==> config.mk <==
export PLATFORM = sky130hd
export DESIGN_NAME = vload_assembler
export DESIGN_NICKNAME = d
export VERILOG_FILES = /design/src/rtl/vload_assembler.sv
export SDC_FILE = /design/constraint.sdc
export NUM_CORES = 1
export LEC_CHECK = 0
export ABC_CLOCK_PERIOD_IN_PS = 3600
export CAP_MARGIN = 20
export CORE_MARGIN = 10
export CORE_UTILIZATION = 45
export CTS_CLUSTER_DIAMETER = 200
export DETAILED_ROUTE_END_ITERATION = 8
export PLACE_DENSITY_LB_ADDON = 0.1
export SLEW_MARGIN = 20
export SYNTH_ARGS = -nofsm -noshare
export SYNTH_HDL_FRONTEND = slang
export SYNTH_SLANG_ARGS = --single-unit
==> constraint.sdc <==
create_clock -name clk -period 3.6 [get_ports clk]
set_input_delay 0.72 -clock clk [delete_from_list [all_inputs] [get_ports clk]]
set_output_delay 0.72 -clock clk [all_outputs]
set_load 0.05 [all_outputs]
==> src/rtl/vload_assembler.sv <==
// Strided vector load: issues one memory read per lane, assembles the words into a
// register-wide vector, then writes it to the register file with a one-cycle we/done pulse.
module vload_assembler #(
  parameter int DATA_WIDTH     = 128,
  parameter int ADDR_WIDTH     = 4,
  parameter int WORD_WIDTH     = 32,
  parameter int MEM_ADDR_WIDTH = 16
) (
  input  logic                      clk,
  input  logic                      rst,
  input  logic                      start,
  input  logic [ADDR_WIDTH-1:0]     dst_reg,
  input  logic [MEM_ADDR_WIDTH-1:0] base_addr,
  input  logic [MEM_ADDR_WIDTH-1:0] stride,
  output logic                      busy,
  output logic                      mem_rd_en,
  output logic [MEM_ADDR_WIDTH-1:0] mem_addr,
  input  logic [WORD_WIDTH-1:0]     mem_rd_data,
  input  logic                      mem_rd_valid,
  output logic                      we,
  output logic [ADDR_WIDTH-1:0]     w_addr,
  output logic [DATA_WIDTH-1:0]     w_data,
  output logic                      done
);
  localparam int LANES  = DATA_WIDTH / WORD_WIDTH;
  localparam int LANE_W = (LANES > 1) ? $clog2(LANES) : 1;
  localparam logic [LANE_W-1:0] LAST_LANE = LANE_W'(LANES - 1);

  typedef enum logic [1:0] {IDLE, REQ, WAIT, WRITE} state_t;

  state_t                    state_q, state_d;
  logic [ADDR_WIDTH-1:0]     dst_q, dst_d;
  logic [MEM_ADDR_WIDTH-1:0] stride_q, stride_d;
  logic [MEM_ADDR_WIDTH-1:0] addr_q, addr_d;
  logic [LANE_W-1:0]         lane_q, lane_d;
  logic [DATA_WIDTH-1:0]     vec_q, vec_d;
  logic [DATA_WIDTH-1:0]     w_data_q, w_data_d;
  logic [ADDR_WIDTH-1:0]     w_addr_q, w_addr_d;
  logic                      rd_en_q, rd_en_d;
  logic                      we_q, we_d;
  logic                      done_q, done_d;

  always_ff @(posedge clk) begin
    if (rst) begin
      state_q  <= IDLE;
      dst_q    <= '0;
      stride_q <= '0;
      addr_q   <= '0;
      lane_q   <= '0;
      vec_q    <= '0;
      w_data_q <= '0;
      w_addr_q <= '0;
      rd_en_q  <= 1'b0;
      we_q     <= 1'b0;
      done_q   <= 1'b0;
    end else begin
      state_q  <= state_d;
      dst_q    <= dst_d;
      stride_q <= stride_d;
      addr_q   <= addr_d;
      lane_q   <= lane_d;
      vec_q    <= vec_d;
      w_data_q <= w_data_d;
      w_addr_q <= w_addr_d;
      rd_en_q  <= rd_en_d;
      we_q     <= we_d;
      done_q   <= done_d;
    end
  end

  // Strobes are computed one state ahead so they are flop outputs in the state they belong to.
  always_comb begin
    state_d  = state_q;
    dst_d    = dst_q;
    stride_d = stride_q;
    addr_d   = addr_q;
    lane_d   = lane_q;
    vec_d    = vec_q;
    w_data_d = w_data_q;
    w_addr_d = w_addr_q;
    rd_en_d  = 1'b0;
    we_d     = 1'b0;
    done_d   = 1'b0;
    case (state_q)
      IDLE: begin
        if (start) begin
          dst_d    = dst_reg;
          stride_d = stride;
          addr_d   = base_addr;
          lane_d   = '0;
          rd_en_d  = 1'b1;
          state_d  = REQ;
        end
      end
      REQ: state_d = WAIT;
      WAIT: begin
        if (mem_rd_valid) begin
          vec_d[int'(lane_q) * WORD_WIDTH +: WORD_WIDTH] = mem_rd_data;
          if (lane_q == LAST_LANE) begin
            w_data_d = vec_d;
            w_addr_d = dst_q;
            we_d     = 1'b1;
            done_d   = 1'b1;
            state_d  = WRITE;
          end else begin
            lane_d  = lane_q + LANE_W'(1);
            addr_d  = addr_q + stride_q;
            rd_en_d = 1'b1;
            state_d = REQ;
          end
        end
      end
      WRITE: state_d = IDLE;
      default: state_d = IDLE;
    endcase
  end

  assign busy      = (state_q != IDLE);
  assign mem_rd_en = rd_en_q;
  assign mem_addr  = addr_q;
  assign we        = we_q;
  assign w_addr    = w_addr_q;
  assign w_data    = w_data_q;
  assign done      = done_q;
endmodule

==> impl_metrics.py, run 1 <==
metrics = {
    "outcome": {
        "status": "finished, final reports clean",
    },
    "worst_setup_path": {
        "regToRegEndpoint": "w_data[87]",
        "crit_buf_inv": 2,
        "crit_path_start_kind": "flop",
        "worst-path-stages": 6,
        "cp.required_ns": 4.05,
        "regToRegSetupSlack_ns": 0.96,
        "setup.worst_path.end": "w_data[87]",
        "crit_path_max_incr_delay_ns": 0.57,
        "endpoint_kind": "flop",
        "cp_cell_sequence": "inv_2 > ha_1 > nor4b_4 > buf_4 > a221oi_1 > a211oi_1",
        "critPathMaxFanout": 14,
        "reg2reg_from": "lane_q[0]",
        "worstRegToRegCells": 6,
        "worst_ep_arrival_time_ns": 3.10,
        "cp_top_family": "simple AND/OR/NAND/NOR gates",
        "startpoint": "lane_q[0]",
        "crit_type": "flop to flop",
        "slowest_stage": "nor4b_4",
    },
    "synthesis": {
        "synthMuxAreaShare_pct": 0,
        "syn-mean-instance-area_sq_um": 8.926,
        "syn-num-nets": 1436,
        "synth_warnings": 0,
        "synth_top_area_share_pct": 50.47,
        "synth_area_leader_cell": "dfxtp_1",
        "synthAdderAreaFrac_pct": 2.361,
        "synth_compound_area_share_pct": 23.81,
        "ys_ff_latch": 302,
        "synth_area_sq_um": 11980,
        "synth-xor-area-share_pct": 0.5849,
        "postSynthCellCount": 1342,
        "synth.area.top_cells": "dfxtp_1, a211oi_1, nor2_1",
        "seq_area_frac_synth_pct": 50.47,
        "synth_top_family_by_area": "compound AO/OA/AOI/OAI gates",
        "synth-simple-area-share_pct": 17.77,
        "synth_cell_types": 53,
    },
    "clock_tree": {
        "clk_latency_ns": 0.56,
        "numCtsBuffers": 31,
        "cts_tree": "yes",
        "post_cts_buffers": 0,
        "cts_root_buffer": "clkbuf_16",
        "path_clk_slew_ns": 0.06,
        "ctsResizeCount": 0,
        "hold_buffers": 0,
        "numClockSinks": 302,
        "clockBufferDepth": 3,
        "htreeDepth": 1,
    },
    "layout": {
        "postLayoutCellArea_sq_um": 15550,
        "seqCellArea_sq_um": 6046,
        "nets": 1593,
        "n_antenna_cell": 0,
        "final_cell_mix": "dfxtp_1, nor2_1, clkdlybuf4s50_1",
        "drive_above_1_share_pct": 6.566,
        "synthToLayoutAreaGrowth_pct": 29.79,
        "multi_input_area_sq_um": 5398,
        "layout_commonest_cell": "dfxtp_1",
        "fill_cells": 2313,
    },
    "timing": {
        "period_minus_slack_ns": 2.644,
        "finalCritPeriodShare_pct": 73.46,
        "setup-violations-final": 0,
        "tightest_slew_ns": 0.8300,
        "drv_slew": 0,
        "rsz0062_at_grt": "false",
        "finClkSkew_ns": 0.01314,
        "slew_headroom_pct": 44.61,
        "finalSetupTns_ns": 0,
        "clock.fmax_ghz": 0.3782,
        "hold_viol": 0,
    },
    "floorplan": {
        "die_w_um": 183.2,
        "rows": 59,
        "die-area_sq_um": 33550,
        "start_util_pct": 45.84,
        "die_h_um": 183.2,
        "core_area_sq_um": 26130,
        "ios": 224,
    },
    "job": {
        "maxCapViolCount": 0,
    },
    "power": {
        "irDropWorstVdd_mv": 0.3489,
        "p_leak_nw": 5.372,
        "powerDensity_nw_per_um2": 489.8,
        "finalPower_mw": 7.616,
    },
    "routing": {
        "vias": 10780,
        "drt-initial-drc-count": 977,
        "viasPerCell": 5.804,
        "drt_first_pass_iters": 5,
        "route.detailed.drc": 0,
        "wirelength_um": 36710,
        "postRouteAntennaNets": 0,
        "wire_per_inst_um": 19.76,
    },
    "min_path": {
        "worst_hold_startpoint": "dst_q[0]",
        "whs_path_depth": 2,
        "holdCritPathClass": "flop to flop",
    },
    "place": {
        "portBuffers": 223,
        "place_congestion": 0.8247,
        "place_area_sq_um": 14440,
        "place_hpwl_um": 23400,
    },
    "global_routing": {
        "grt_pass1_wl_um": 58010,
        "grt_pass1_vias": 10460,
        "grt_usage_pct": 20.93,
        "antenna_found_initial": 0,
        "grt.overflow.total": 0,
        "grt_max_degree": 116,
    },
}
state kept, by name, summed over array words and instances (netlist names):
signal / count
lane_q: 2
done: 1
vec_q: 128
dst_q: 4
w_data: 128
w_addr: 4
stride_q: 16
mem_addr: 16
state_q: 2
mem_rd_en: 1
through the flow:
step | instances | worst slack (ns) | utilization (%) | hold slack, ns
3_3_place_gp | 1801 | 1.004 | 55.27 | 0.4395
5_1_grt | 1858 | 0.7094 | 59.49 | 0.4821
6_report | 1858 | 0.9556 | 59.49 | 0.4522
3_5_place_dp | 1801 | 0.9319 | 55.27 | 0.4472
4_1_cts | 1858 | 0.9078 | 59.49 | 0.4539
2_1_floorplan | 1342 | 1.151 | - | 0.4322
worst min path at each step:
stage / to / slack [ns]
after CTS: w_addr[0] / 0.45
after floorplan: w_addr[0] / 0.43
after global placement: w_addr[2] / 0.44
final: w_addr[0] / 0.45
after global routing: dst_q[3] / 0.48
after detailed placement: dst_q[0] / 0.45
cells in the mapped netlist (all sizes together):
cell          number
ha                21
a21o              10
o21a               2
xor2               4
o21ai             12
nand2             69
inv               14
xnor2              4
and4               2
nor4               1
nor3             118
dfxtp            302
or4                1
nand4              1
o221ai             1
and3b              1
nand2b             4
nand4b             1
o21bai             2
a311oi             3
a211oi           149
a2111o             1
nand3b             2
o211ai             3
dlymetal6s2s       1
a31oi              5
o211a              1
a21oi             51
buf               42
nand3              7
or3                4
nor2             279
nor2b              1
and3               4
a221oi           116
nor4b              2
fa                 1
and2               1
a2111oi            1
a22oi             15
clkbuf            83
cell families (layout without fill, tap and decap cells):
group	Yosys count	after routing
fa+ha+maj	22	22
flops	302	302
simple gates	498	498
buf+inv	140	321
compound gates	372	372
xor+xnor	8	8
tightest hold or removal path: stages (launching register included):
cell	delay (ns)
dfxtp_1	0.31
nand2_1	0.05
a21oi_1	0.05
area by class of cell:
type,instances,share of cell area (%)
Timing Repair Buffer,250,16.26
Clock buffer,47,6.084
Multi-Input combinational cell,900,34.72
Sequential cell,302,38.89
Inverter,14,0.3380
Tap cell,335,2.696
Clock inverter,10,1.022
where the power goes:
group	internal [mW]	switching [mW]	leakage (nW)
logic	0.260	0.439	2.38
clock network	2.09	1.33	0.540
registers	3.44	0.0601	2.45
total	5.79	1.83	5.37
metal layers:
layer / up-vias / routed length, um / GRT usage (%)
li1: 5262 / - / -
met1: 5174 / 16660 / 28.37
met2: 301 / 16550 / 32.77
met3: 46 / 2823 / 5.632
met4: 0 / 668 / 4.295
met5: - / 0 / 0
Power figures use the tool's default switching activity.
==> inputs of run 2 (changes only) <==
Settings changed: ABC_CLOCK_PERIOD_IN_PS 3600 to 2200.
Clock period 3.6 ns to 2.2 ns, I/O delays scaled along.
==> impl_metrics.py, run 2 (synthesis results as in run 1) <==
metrics = {
    "floorplan": {
        "die_h_um": 183.2,
        "ios": 224,
        "die_w_um": 183.2,
        "core_area_sq_um": 26130,
        "die-area_sq_um": 33550,
        "start_util_pct": 45.84,
        "rows": 59,
    },
    "power": {
        "swShare_pct": 24.23,
        "p_leak_nw": 5.634,
        "switchingPower_mw": 3.026,
        "p_seq_share_pct": 45.9,
        "irDropWorstVdd_mv": 0.4996,
        "intPower_mw": 9.462,
        "powerDensity_nw_per_um2": 785.6,
        "comb_power_share_pct": 9.6,
        "clockPowerShare_pct": 44.6,
    },
    "place": {
        "dpl_worst_slack_ns": 0.003080,
        "dpl.cell_count": 1827,
        "portBuffers": 223,
        "place_hpwl_um": 23710,
        "place_congestion": 0.8588,
    },
    "routing": {
        "drt_first_pass_iters": 5,
        "wire_per_inst_um": 19.31,
        "route.detailed.drc": 0,
        "wirelength_um": 36450,
        "postRouteAntennaNets": 0,
        "vias": 10930,
        "viasPerCell": 5.790,
        "drt-initial-drc-count": 790,
    },
    "timing": {
        "finClkSkew_ns": 0.01330,
        "clock.fmax_ghz": 0.4596,
        "final.setup.worst_slack_ns": 0.02408,
        "rsz0062_at_grt": "true",
        "drv_slew": 0,
        "setup-violations-final": 0,
        "hold_viol": 0,
        "slew_headroom_pct": 47.13,
        "tightest_slew_ns": 0.7930,
        "period_minus_slack_ns": 2.176,
        "finalCritPeriodShare_pct": 98.91,
    },
    "global_routing": {
        "grt_pass1_wl_um": 57950,
        "grt_max_degree": 114,
        "grt_usage_pct": 20.84,
        "grt_pass1_vias": 10480,
        "grt.overflow.total": 0,
        "antenna_found_initial": 0,
    },
    "outcome": {
        "status": "finished, final reports clean",
    },
    "layout": {
        "layout_commonest_cell": "dfxtp_1",
        "n_antenna_cell": 0,
        "final_cell_mix": "dfxtp_1, nor2_1, clkdlybuf4s50_1",
        "final_cells": 1888,
        "fill_cells": 2294,
        "seqCellArea_sq_um": 6055,
        "multi_input_area_sq_um": 5460,
        "synthToLayoutAreaGrowth_pct": 32.69,
        "drive_above_1_share_pct": 9.144,
        "nets": 1625,
    },
    "worst_setup_path": {
        "crit_path_start_kind": "flop",
        "reg2reg_from": "mem_addr[0]",
        "crit_path_max_incr_delay_ns": 0.35,
        "crit_buf_inv": 0,
        "regToRegSetupSlack_ns": 0.02,
        "regToRegEndpoint": "mem_addr[12]",
        "worstRegToRegCells": 8,
        "cp_top_family": "compound AO/OA/AOI/OAI gates",
        "setup.worst_path.end": "mem_addr[12]",
        "worst_ep_arrival_time_ns": 2.58,
        "cp_cell_sequence": "ha_4 > fa_2 > a21o_4 > a221oi_4 > o221ai_2 > a31oi_1 > xor2_1 > a221oi_1",
        "critPathMaxFanout": 3,
        "startpoint": "mem_addr[0]",
        "cp.required_ns": 2.60,
        "slowest_stage": "dfxtp_4",
        "endpoint_kind": "flop",
        "crit_type": "flop to flop",
        "worst-path-stages": 8,
    },
    "clock_tree": {
        "path_clk_slew_ns": 0.06,
        "htreeDepth": 2,
        "numClockSinks": 302,
        "clk_latency_ns": 0.51,
        "cts_root_buffer": "clkbuf_16",
        "numCtsBuffers": 34,
        "cts_tree": "yes",
        "clockBufferDepth": 3,
    },
    "job": {
        "maxCapViolCount": 0,
    },
    "min_path": {
        "holdCritPathClass": "primary input to flop",
    },
}
-- run 2: changes by cell type in the layout (fill, tap and decap cells not counted), moves of 5 or more --
cell / before / now
buf_12: 7 / 13
buf_4: 20 / 48
clkbuf_1: 5 / 10
clkbuf_8: 11 / 6
clkdlybuf4s50_1: 222 / 210
dfxtp_1: 302 / 297
dlymetal6s2s_1: 0 / 5
-- run 2: worst reg2reg max path, delay by kind of cell, from the launching register on --
family / cells / cell delay, ns
DFF: 1 / 0.35
AOI/OAI and AO/OA: 5 / 1.13
xor gates and xnor gates: 1 / 0.09
adders and majority gates: 2 / 0.51
-- run 2: layout make-up --
type	instances	share of cell area, %
well taps	335	2.637
inverters	14	0.3306
clock inverters	7	0.5982
flip-flops and latches	302	38.09
repair buffers	279	17.73
clock buffers	51	6.266
multi-input cells	900	34.35
-- run 2: worst min path at each step --
stage / startpoint / to / cells past startpoint
finish: rst / mem_rd_en / 2
global route: rst / dst_q[1] / 2
CTS: rst / lane_q[0] / 2
detailed placement: dst_q[1] / dst_q[1] / 2
global placement: w_addr[0] / w_addr[0] / 2
floorplan: dst_q[0] / w_addr[0] / 2
-- run 2: power groups by stage --
| stage | combinational, mW | sequential (mW) | clock, mW |
|---|---|---|---|
| 3_3_place_gp | 1.17 | 5.84 | 0 |
| 2_1_floorplan | 0.616 | 5.93 | 0 |
| 5_1_grt | 1.31 | 5.74 | 5.91 |
| 4_1_cts | 1.18 | 5.72 | 5.67 |
| 6_report | 1.20 | 5.73 | 5.57 |
| 3_5_place_dp | 1.18 | 5.84 | 0 |
-- run 2: per-stage QoR --
stage | power [mW] | hold WS [ns] | instance area (sq um) | utilization [%] | TNS [ns]
after floorplan | 6.546 | 0.4322 | 11990 | - | -0.02086
after global placement | 7.004 | 0.4430 | 14720 | 56.32 | 0
after detailed placement | 7.021 | 0.4505 | 14720 | 56.32 | 0
after CTS | 12.57 | 0.4527 | 15810 | 60.49 | 0
after global routing | 12.96 | 0.4668 | 15900 | 60.83 | -0.3434
final | 12.49 | 0.4140 | 15900 | 60.83 | 0
-- run 2: layer usage --
| metal | track usage, % | up-vias | part of all wire [%] |
|---|---|---|---|
| li1 | - | 5310 | - |
| met1 | 28.06 | 5231 | 45 |
| met2 | 32.39 | 351 | 45 |
| met3 | 5.711 | 40 | 8.0 |
| met4 | 5.180 | 0 | 1.6 |
| met5 | 0 | - | 0 |
-- run 2: what timing repair did --
action,CTS,global route
endpoints found under the setup margin,5,14
resized for setup,3,13
setup buffers,0,3
hold buffers,0,0
pin swaps,2,9
==> inputs of run 3 (changes only) <==
Settings changed: SLEW_MARGIN 20 to 10.
==> results of run 3 <==
Same layout as run 2: the final DEF is identical, and so are final timing and power.
